### config.mk
export PLATFORM = sky130hd
export DESIGN_NAME = mc_ctrl
export DESIGN_NICKNAME = d
export VERILOG_FILES = /design/src/rtl/mc_ctrl.sv
export SDC_FILE = /design/constraint.sdc
export NUM_CORES = 1
export LEC_CHECK = 0
export BUFFER_PORTS_ARGS = -buffer_cell sky130_fd_sc_hd__buf_2
export CAP_MARGIN = 20
export CORE_UTILIZATION = 47
export CTS_BUF_LIST = sky130_fd_sc_hd__clkbuf_16
export DETAILED_ROUTE_END_ITERATION = 6
export PLACE_DENSITY_LB_ADDON = 0.3
export SETUP_SLACK_MARGIN = 0.05
export SYNTH_ARGS = -nofsm -noshare
export SYNTH_HDL_FRONTEND = slang
export SYNTH_SLANG_ARGS = --single-unit
### constraint.sdc
create_clock -name clk -period 2 [get_ports clk]
set_clock_uncertainty 0.2 [all_clocks]
set_input_delay 0.1 -clock clk [delete_from_list [all_inputs] [get_ports clk]]
set_output_delay 0.1 -clock clk [all_outputs]
set_load 0.005 [all_outputs]
### src/rtl/mc_ctrl.sv
// mc_ctrl: multi-cycle CPU control unit (12-state Moore FSM) driving the memory, register-file and ALU/PC-select controls.
// Latency: controls are registered alongside the state; R 4, lw 5, sw 4, beq 3, j 3, addi 4, illegal 2 cycles, plus 1 per memory wait cycle.
// Backpressure: mem_ready=0 holds IF, MRD and MWR; it is ignored in every other state.
// Ports: clk, rst_n (synchronous, active-low); opcode (IR[31:26]); mem_ready;
//        memory/datapath strobes; alu_src_b, alu_op, pc_source selects; illegal, state, instr_count status.
module mc_ctrl (
    input  logic        clk,
    input  logic        rst_n,
    input  logic [5:0]  opcode,
    input  logic        mem_ready,
    output logic        pc_write,
    output logic        pc_write_cond,
    output logic        i_or_d,
    output logic        mem_read,
    output logic        mem_write,
    output logic        ir_write,
    output logic        mem_to_reg,
    output logic        reg_dst,
    output logic        reg_write,
    output logic        alu_src_a,
    output logic [1:0]  alu_src_b,
    output logic [1:0]  alu_op,
    output logic [1:0]  pc_source,
    output logic        illegal,
    output logic [3:0]  state,
    output logic [15:0] instr_count
);

    typedef enum logic [3:0] {
        S_IF    = 4'd0,
        S_ID    = 4'd1,
        S_MADDR = 4'd2,
        S_MRD   = 4'd3,
        S_MWB   = 4'd4,
        S_MWR   = 4'd5,
        S_EXR   = 4'd6,
        S_WBR   = 4'd7,
        S_BEQ   = 4'd8,
        S_JMP   = 4'd9,
        S_EXI   = 4'd10,
        S_WBI   = 4'd11
    } state_t;

    localparam logic [5:0] OP_RTYPE = 6'b000000;
    localparam logic [5:0] OP_LW    = 6'b100011;
    localparam logic [5:0] OP_SW    = 6'b101011;
    localparam logic [5:0] OP_BEQ   = 6'b000100;
    localparam logic [5:0] OP_J     = 6'b000010;
    localparam logic [5:0] OP_ADDI  = 6'b001000;

    typedef struct packed {
        logic       pc_write;
        logic       pc_write_cond;
        logic       i_or_d;
        logic       mem_read;
        logic       mem_write;
        logic       ir_write;
        logic       mem_to_reg;
        logic       reg_dst;
        logic       reg_write;
        logic       alu_src_a;
        logic [1:0] alu_src_b;
        logic [1:0] alu_op;
        logic [1:0] pc_source;
    } ctrl_t;

    state_t state_q;
    ctrl_t  ctrl_q;
    ctrl_t  ctrl;
    logic   retire;

    function automatic logic legal_op(input logic [5:0] op);
        return (op == OP_RTYPE) || (op == OP_LW) || (op == OP_SW) ||
               (op == OP_BEQ) || (op == OP_J) || (op == OP_ADDI);
    endfunction

    // Moore decode; undecoded states fall through to all-zero controls.
    function automatic ctrl_t decode(input state_t s);
        ctrl_t c;
        c = '0;
        case (s)
            S_IF: begin
                c.mem_read  = 1'b1;
                c.ir_write  = 1'b1;   // qualified by mem_ready at the output
                c.pc_write  = 1'b1;   // qualified by mem_ready at the output
                c.alu_src_b = 2'b01;
            end
            S_ID:    c.alu_src_b = 2'b11;
            S_MADDR: begin
                c.alu_src_a = 1'b1;
                c.alu_src_b = 2'b10;
            end
            S_MRD: begin
                c.mem_read = 1'b1;
                c.i_or_d   = 1'b1;
            end
            S_MWB: begin
                c.reg_write  = 1'b1;
                c.mem_to_reg = 1'b1;
            end
            S_MWR: begin
                c.mem_write = 1'b1;
                c.i_or_d    = 1'b1;
            end
            S_EXR: begin
                c.alu_src_a = 1'b1;
                c.alu_op    = 2'b10;
            end
            S_WBR: begin
                c.reg_write = 1'b1;
                c.reg_dst   = 1'b1;
            end
            S_BEQ: begin
                c.alu_src_a     = 1'b1;
                c.alu_op        = 2'b01;
                c.pc_write_cond = 1'b1;
                c.pc_source     = 2'b01;
            end
            S_JMP: begin
                c.pc_write  = 1'b1;
                c.pc_source = 2'b10;
            end
            S_EXI: begin
                c.alu_src_a = 1'b1;
                c.alu_src_b = 2'b10;
            end
            S_WBI:   c.reg_write = 1'b1;
            default: c = '0;
        endcase
        return c;
    endfunction

    function automatic state_t next_state(input state_t s, input logic [5:0] op, input logic rdy);
        state_t n;
        n = S_IF;
        case (s)
            S_IF:  n = rdy ? S_ID : S_IF;
            S_ID: begin
                case (op)
                    OP_RTYPE:     n = S_EXR;
                    OP_LW, OP_SW: n = S_MADDR;
                    OP_BEQ:       n = S_BEQ;
                    OP_J:         n = S_JMP;
                    OP_ADDI:      n = S_EXI;
                    default:      n = S_IF;
                endcase
            end
            S_MADDR: n = (op == OP_LW) ? S_MRD : S_MWR;
            S_MRD:   n = rdy ? S_MWB : S_MRD;
            S_MWR:   n = rdy ? S_IF : S_MWR;
            S_EXR:   n = S_WBR;
            S_EXI:   n = S_WBI;
            default: n = S_IF;   // MWB, WBR, BEQ, JMP, WBI and unused codes
        endcase
        return n;
    endfunction

    // Edges that complete an instruction; an MWR edge only counts once the write lands.
    assign retire = (state_q == S_MWB) || (state_q == S_WBR) || (state_q == S_BEQ) ||
                    (state_q == S_JMP) || (state_q == S_WBI) ||
                    ((state_q == S_MWR) && mem_ready);

    // Controls are registered from the next state so they are glitch-free in the new state.
    always_ff @(posedge clk) begin
        if (!rst_n) begin
            state_q     <= S_IF;
            ctrl_q      <= decode(S_IF);
            instr_count <= 16'd0;
        end else begin
            state_q <= next_state(state_q, opcode, mem_ready);
            ctrl_q  <= decode(next_state(state_q, opcode, mem_ready));
            if (retire) begin
                instr_count <= instr_count + 16'd1;
            end
        end
    end

    // Reset blanks every control immediately; the IF fetch strobes only fire on the completing cycle.
    always_comb begin
        ctrl = '0;
        if (rst_n) begin
            ctrl = ctrl_q;
            if (state_q == S_IF) begin
                ctrl.ir_write = ctrl_q.ir_write & mem_ready;
                ctrl.pc_write = ctrl_q.pc_write & mem_ready;
            end
        end
    end

    assign illegal       = rst_n && (state_q == S_ID) && !legal_op(opcode);
    assign pc_write      = ctrl.pc_write;
    assign pc_write_cond = ctrl.pc_write_cond;
    assign i_or_d        = ctrl.i_or_d;
    assign mem_read      = ctrl.mem_read;
    assign mem_write     = ctrl.mem_write;
    assign ir_write      = ctrl.ir_write;
    assign mem_to_reg    = ctrl.mem_to_reg;
    assign reg_dst       = ctrl.reg_dst;
    assign reg_write     = ctrl.reg_write;
    assign alu_src_a     = ctrl.alu_src_a;
    assign alu_src_b     = ctrl.alu_src_b;
    assign alu_op        = ctrl.alu_op;
    assign pc_source     = ctrl.pc_source;
    assign state         = state_q;

endmodule
==> results of run 1 <==
metal layers:
layer | vias up | routed length (um) | GRT usage, %
met5 | - | 0 | 0
met4 | 0 | 69 | 8.72
met3 | 7 | 209 | 6.02
met2 | 51 | 1820 | 31.3
met1 | 800 | 2040 | 29.9
li1 | 897 | - | -
cells in the final DEF, fill, tap and decap left out, drive strengths merged, types with 2 or more instances in the layout:
cell type and count:
and3 2, o21a 2, or4 8, and4 2, nand2b 3, and2 17
o311ai 2, nand4 7, buf 77, clkinv 5, dfxtp 35, or3 4
clkbuf 5, nor3b 2, nand2 14, a21oi 16, nor2 17, inv 9
o21ai 11, xor2 4, nor3 9, o211ai 2, nand3 5, or4b 2
o31ai 9, o41ai 2
metrics by stage:
stage	setup TNS (ns)	hold WS [ns]	area (um^2)	setup WS, ns	total power, W
after global placement	0	0.207	2180	0.0451	0.000817
after floorplan	0	0.0446	1750	0.0456	0.000777
after CTS	0	0.0619	2340	0.0507	0.00156
final	0	0.0823	2450	0.0558	0.00156
after global routing	-0.0887	0.104	2450	-0.0342	0.00162
after detailed placement	-0.00394	0.204	2180	-0.00394	0.000818
where the power goes:
group / leakage, nW / internal (W) / total, W / switching, W
logic: 0.732 / 0.0000457 / 0.000102 / 0.0000560
registers: 0.287 / 0.000705 / 0.000709 / 0.00000458
clock network: 0.0733 / 0.000454 / 0.000745 / 0.000291
total: 1.09 / 0.00120 / 0.00156 / 0.000351
state kept, by name, indices dropped and copies added, names as in the netlist:
| register | flops |
|---|---|
| state | 4 |
| instr_count | 16 |
| ctrl_q | 15 |
logic make-up (layout without fill, tap and decap cells):
| logic type | count (synthesis) | in the layout | share of synthesized area [%] |
|---|---|---|---|
| xor+xnor | 5 | 5 | 2.52 |
| flops | 35 | 35 | 40.3 |
| compound gates | 49 | 49 | 18.4 |
| fa+ha+maj | 1 | 1 | 0.719 |
| buf+inv | 23 | 97 | 5.90 |
| mux | 1 | 1 | 0.575 |
| simple gates | 95 | 95 | 31.6 |
timing repair:
action                                 4_1_cts  5_1_grt
cloned                                       0        0
endpoints found under the hold margin        3        0
setup endpoints to repair                   14       26
setup buffers                                1        5
pin swaps                                    2        7
resized for setup                            4       15
hold buffers                                 1        0
cells in the mapped netlist (2+ instances only):
master | count | share of area (%)
sky130_fd_sc_hd__o211ai_1 | 2 | 0.86
sky130_fd_sc_hd__or3_1 | 2 | 0.72
sky130_fd_sc_hd__o31ai_1 | 9 | 3.9
sky130_fd_sc_hd__buf_2 | 4 | 1.2
sky130_fd_sc_hd__a21oi_1 | 16 | 4.6
sky130_fd_sc_hd__o21a_1 | 2 | 0.86
sky130_fd_sc_hd__and2_1 | 17 | 6.1
sky130_fd_sc_hd__xor2_1 | 4 | 2.0
sky130_fd_sc_hd__or4b_1 | 2 | 1.2
sky130_fd_sc_hd__o41ai_1 | 2 | 1.0
sky130_fd_sc_hd__nor2_1 | 17 | 3.7
sky130_fd_sc_hd__nor3b_1 | 2 | 0.86
sky130_fd_sc_hd__nand2b_1 | 3 | 1.1
sky130_fd_sc_hd__nand3_1 | 5 | 1.4
sky130_fd_sc_hd__nand2_1 | 13 | 2.8
sky130_fd_sc_hd__o21ai_0 | 9 | 2.6
sky130_fd_sc_hd__clkbuf_1 | 5 | 1.1
sky130_fd_sc_hd__inv_1 | 9 | 1.9
sky130_fd_sc_hd__o311ai_1 | 2 | 1.0
sky130_fd_sc_hd__nor3_1 | 9 | 2.6
sky130_fd_sc_hd__buf_4 | 3 | 1.3
sky130_fd_sc_hd__or4_1 | 8 | 3.5
sky130_fd_sc_hd__dfxtp_1 | 35 | 40
sky130_fd_sc_hd__nand4_1 | 6 | 2.2
sky130_fd_sc_hd__clkinv_1 | 2 | 0.43
sky130_fd_sc_hd__and3_1 | 2 | 0.72
final timing paths:
| path | from | end | slack (ns) | cells after the start |
|---|---|---|---|---|
| max | state[2] | ctrl_q[13] | 0.06 | 4 |
| min | mem_ready | ctrl_q[5] | 0.08 | 3 |
| max reg2reg | state[2] | ctrl_q[13] | 0.06 | 4 |
| min reg2reg | instr_count[15] | instr_count[15] | 0.27 | 2 |
layout make-up:
cell class | instances | area, um^2 | area share, %
timing repair buffer | 78 | 488 | 19.9
clock inverter | 3 | 15.0 | 0.613
sequential | 35 | 712 | 29.1
tap | 46 | 57.6 | 2.35
inverter | 11 | 41.3 | 1.69
multi-input combinational | 151 | 1010 | 41.2
clock buffer | 5 | 125 | 5.11
critical path, cell delays in order (launching register included):
cell and delay, ns:
sky130_fd_sc_hd__dfxtp_4 0.38, sky130_fd_sc_hd__or4b_4 0.54, sky130_fd_sc_hd__o21ai_1 0.26, sky130_fd_sc_hd__o21ai_1 0.19, sky130_fd_sc_hd__o32ai_2 0.28
==> flow_results.org, run 1 <==
** Status
- Outcome :: completed

** Critical path
- Critical path type :: reg -> reg
- Critical Path Start Type :: register
- Data arrives at the worst endpoint at 1.94 ns.
- The worst setup path is captured at a register.
- Required time at the endpoint of the critical path :: 1.99 ns
- Along the worst path, the maximum fanout reaches 9.

** Clock tree
- Number of H-tree branching levels :: 2
- CTS buffer count :: 5
- Clock-pin slew was measured on the worst setup and hold paths at 0.06 ns.
- Clk buf depth :: 2
- At the later pin of the worst-skew pair, clock insertion delay measures 0.28 ns.
- Clock tree from TritonCTS :: yes
- Clock tree synthesis found a total of 35 sinks.
- CTS placed an instance of sky130_fd_sc_hd__clkbuf_16 at the clock tree root.

** Global routing
- Global routing used 21.6% of the available tracks across all layers.
- Entering global routing, the biggest net connects 25 pins.
- Global-route wire length before repair :: 6.68 mm
- The initial antenna violation count is 0.
- Vias in the first global route :: 1475
- Gr ovfl total :: 0

** Placement
- At the end of routability-driven placement, the weighted congestion stood at 0.851.
- Sum of net half-perimeters after detailed placement :: 2.79 mm
- Cell count after placement :: 314
- # port buffers :: 45

** Finish
- The count of cells in the finished layout, fillers not included, comes to 329.
- Final standard cell utilization of the core :: 71.1%
- Net count of the finished layout :: 292
- Share of layout cells above drive strength 1 :: 39.9%
- The number of antenna diodes in the final layout is 0.
- Layout-stage area growth over the synthesis result :: 40.6%
- Fill cells in the final layout number 263.

** STA
- Measured slew at the worst slew-check pin :: 0.471 ns
- The number of slew-limit violations in the final report came to 0.
- Setup repair after global routing could not meet its margin everywhere.
- Headroom to the max-slew limit came out at 68.4%.
- The final count of hold timing violations came to 0.
- After layout, the worst path uses 97.2% of the clock period.
- Post-route minimum period :: 1.94 ns
- Final-report setup violation count :: 0
- For this run, the top clock speed supported by timing is 514 MHz.

** Synth
- Post-synth EDFFs :: 0
- Yosys printed 0 warnings.
- Synthesized netlist net count :: 219
- Async set-reset flop share out of synthesis :: 0%
- Dividing the synthesized area by the synthesized cell count gives 8.33 um^2.
- Post-synth cell types :: 45
- After synthesis the netlist holds a flip-flop and latch count of 35.
- Fraction of the yosys area taken by sequential cells :: 40.3%
- Number of cells produced by synthesis :: 209
- Flip-flop cell with the highest count after synthesis :: sky130_fd_sc_hd__dfxtp_1
- The synthesized netlist occupies a cell area of 1740 um^2.

** Pwr
- Maximum ir drop on the vdd rail :: 0.000347 V
- For this design the ratio of total power to cell area is 636 nW/um^2.
- Summed over all cells, the static leakage comes to 1.09 nW.

** Drt
- In the final routed layout, each cell accounts on average for 12.6 um.
- After detailed routing, the number of vias per cell comes to 5.33.
- The pre-antenna-repair detailed-routing pass consisted of 4 iterations.
- Detailed router's first-iteration violation count :: 113
- ANT nets after route :: 0
- Number of remaining DRC errors :: 0
- Wires add up to 4.14 mm.
- Detailed-route via count :: 1755

** Floorplanning
- Die outline area :: 3950 um^2
- Starting density of the core :: 50.6%
- After floorplanning, the core was sized to cover 3440 um^2.
- Overall die width :: 62.9 um
- The floorplan has 21 rows.
- Chip Height :: 62.9 um
- Pin placement for this block handled 46 I/O pins.

** Hold path
- The worst hold path belongs to the class in -> reg.

** Job
- Across the run, the number of max-cap violations was 0.
Power figures use the tool's default switching activity.
==> run 2: changes to the inputs <==
--- a/config.mk
+++ b/config.mk
@@ -7,7 +7,8 @@
 export LEC_CHECK = 0
 export BUFFER_PORTS_ARGS = -buffer_cell sky130_fd_sc_hd__buf_2
 export CAP_MARGIN = 20
-export CORE_UTILIZATION = 47
+export CORE_MARGIN = 2
+export CORE_UTILIZATION = 56
 export CTS_BUF_LIST = sky130_fd_sc_hd__clkbuf_16
 export DETAILED_ROUTE_END_ITERATION = 6
 export PLACE_DENSITY_LB_ADDON = 0.3
==> constraint.sdc (replaced) <==
create_clock -name clk -period 2.5 [get_ports clk]
set_clock_uncertainty 0.2 [all_clocks]
set_input_delay 0.125 -clock clk [delete_from_list [all_inputs] [get_ports clk]]
set_output_delay 0.125 -clock clk [all_outputs]
set_load 0.005 [all_outputs]
==> run 2 against run 1 <==
Net effect: cell area decreased by 14%; sequential cell count unchanged; power is 22% lower; via count shrank 3.5%; cell count fell by 13%; critical endpoint is now instr_count[14]; largest cell class unchanged.
==> flow_results.org, run 2 (same netlist as run 1, synthesis figures left out) <==
** Critical path
- Ordered list of cells on the worst path :: nand2b_1 > o21ai_2 > nand4_1 > or4_1 > a21oi_1
- By startpoint and endpoint, the worst setup path is classified as reg -> reg.
- CP max-delay cell :: sky130_fd_sc_hd__or4_1
- Worst setup EP type :: register
- For this run, the slowest stage of the critical path takes 0.54 ns.
- Crit path arrival time :: 2.18 ns
- At the worst endpoint, the required time is 2.49 ns.
- STA classifies the critical path startpoint as a register.
- Largest fanout on the critical path :: 12
- Internal reg-to-reg setup slack :: 0.31 ns

** Clock tree
- Counting every sink on the clock net gives 35.
- CTS buffer count :: 5
- In this run the number of H-tree levels came out at 2.
- After clock tree synthesis, the clock-pin slew on the worst setup and hold paths is 0.05 ns.
- Hold repair after CTS inserted 0 buffers.
- Once the clock tree was built, the setup fixing pass inserted 0 buffers.
- TritonCTS built the clock tree.
- Worst skew pair latency :: 0.28 ns
- In this run the deepest clock path goes through 2 buffers.
- In this run, post-CTS repair resized a total of 0 instances.
- Root buffer selected by CTS :: sky130_fd_sc_hd__clkbuf_16

** Finish
- Share of layout cells above drive strength 1 :: 24.8%
- The register with the most flip-flops in the final layout is instr_count.
- The area growth from synthesis to layout is 21.4%.
- The number of antenna diodes in the final layout is 0.
- Leading cell types in the layout, fill and taps excluded :: 45 x sky130_fd_sc_hd__buf_2, 35 x sky130_fd_sc_hd__dfxtp_1, 17 x sky130_fd_sc_hd__and2_1, 17 x sky130_fd_sc_hd__nor2_1, 16 x sky130_fd_sc_hd__a21oi_1
- Most common library cell in the layout ignoring fill and taps :: sky130_fd_sc_hd__buf_2
- Flip-flop count of the largest register after layout :: 16
- Final standard cell utilization of the core :: 70.4%
- The finished cells cover 2110 um^2.
- In the final design database the tool counted 263 nets.

** STA
- Hold is met by 0.00698 ns.
- The worst pin sits at a relative slew slack of 63.3%.
- The worst path uses 87.7% of the clock period.
- Timing-limited maximum frequency :: 456 MHz
- Number of failing hold endpoints at the final stage :: 0
- Final-report setup violation count :: 0
- Pins over their slew limit :: 0
- Measured slew at the worst slew-check pin :: 0.548 ns
- Setup TNS :: 0 ns
- Setup repair after global routing left no endpoint under its margin.
- After layout, the worst setup slack is 0.307 ns.
- The clock period could shrink to 2.19 ns.

** Placement
- Placement Cell Area :: 1960 um^2
- Sum of net half-perimeters after detailed placement :: 2.76 mm
- At the end of routability-driven placement, the weighted congestion stood at 0.780.
- OpenSTA, run right after detailed placement, puts the worst setup slack at 0.166 ns.
- In this run the tool buffered the top-level ports with 45 buffer cells.

** Drt
- The final route contains 1694 vias.
- Final wirelength :: 3.96 mm
- Detailed router's first-iteration violation count :: 63
- Wire length per cell :: 13.8 um
- After detailed routing, the number of vias per cell comes to 5.90.
- The count of nets left with antenna violations once routing finished came out at 0.
- After detailed routing, the number of remaining DRC violations is 0.
- The first TritonRoute pass finished after 4 iterations.

** Floorplanning
- Area of the core region :: 3000 um^2
- Number of placed I/O pins :: 46
- Starting density of the core :: 58.0%
- Chip Height :: 59.8 um
- The die is 59.8 um wide.
- The die covers 3570 um^2.
- Total number of placement rows :: 20

** Hold path
- Worst min-delay path class :: in -> reg

** Status
- The run finished with clean final reports.

** Pwr
- Leakage power of the design :: 0.932 nW
- Pwr/cell area :: 571 nW/um^2
- Across the VDD grid, the largest voltage drop is 0.000430 V.

** Job
- Max-cap violation count :: 0

** Global routing
- Entering global routing, the biggest net connects 26 pins.
- The total overflow left after global routing is 0.
- The initial antenna violation count came to 0.
- Global routing usage summed across all routing layers :: 23.1%
- Global-route wire length before repair :: 6.24 mm
- The number of global-route vias before repair came to 1386.
## run 2: changes by cell type in the layout (fill, tap and decap cells not counted), moves of 2 or more
cell | before | now
sky130_fd_sc_hd__dfxtp_2 | 6 | 0
sky130_fd_sc_hd__inv_1 | 8 | 11
sky130_fd_sc_hd__nor3_1 | 7 | 9
sky130_fd_sc_hd__o31ai_2 | 2 | 0
sky130_fd_sc_hd__dfxtp_1 | 28 | 35
sky130_fd_sc_hd__o31ai_1 | 7 | 9
sky130_fd_sc_hd__nor3_2 | 2 | 0
sky130_fd_sc_hd__clkinv_2 | 3 | 1
sky130_fd_sc_hd__buf_4 | 31 | 4
## run 2: final timing paths
kind,cells past startpoint,startpoint,endpoint
setup reg to reg,5,state[3],instr_count[14]
hold / removal,2,rst_n,ctrl_q[10]
hold reg to reg,2,instr_count[15],instr_count[15]
setup / recovery,5,state[3],instr_count[14]
## run 2: through the flow
stage	instances	power, W
2_1_floorplan	209	0.000620
3_3_place_gp	277	0.000645
3_5_place_dp	277	0.000647
4_1_cts	285	0.00121
5_1_grt	287	0.00124
6_report	287	0.00121
## run 2: cell type report
cell class | instances | area, um^2
Multi-Input combinational cell | 151 | 937
Timing Repair Buffer | 49 | 255
Sequential cell | 35 | 701
Inverter | 11 | 41.3
Fill cell | 257 | 890
Clock buffer | 5 | 125
Tap cell | 33 | 41.3
Clock inverter | 3 | 12.5
## run 2: metal layers
layer	share of wire, %	vias up	GRT usage, %
li1	-	847	-
met1	48	790	31.5
met2	47	49	35.7
met3	4.5	8	5.41
met4	1.3	0	7.94
met5	0	-	0
## run 2: worst max-delay path, delay by kind of cell, from the launching register on
family / cells / cell delay, ns
AND/OR/NAND/NOR: 3 / 1.14
flip-flops: 1 / 0.41
AO/OA/AOI/OAI: 2 / 0.35
## run 2: where the power goes
part           switching, W  internal, W  leakage (nW)
sequential       0.00000435     0.000565         0.283
combinational     0.0000407    0.0000256         0.573
clock              0.000213     0.000359        0.0762
total              0.000258     0.000950         0.932
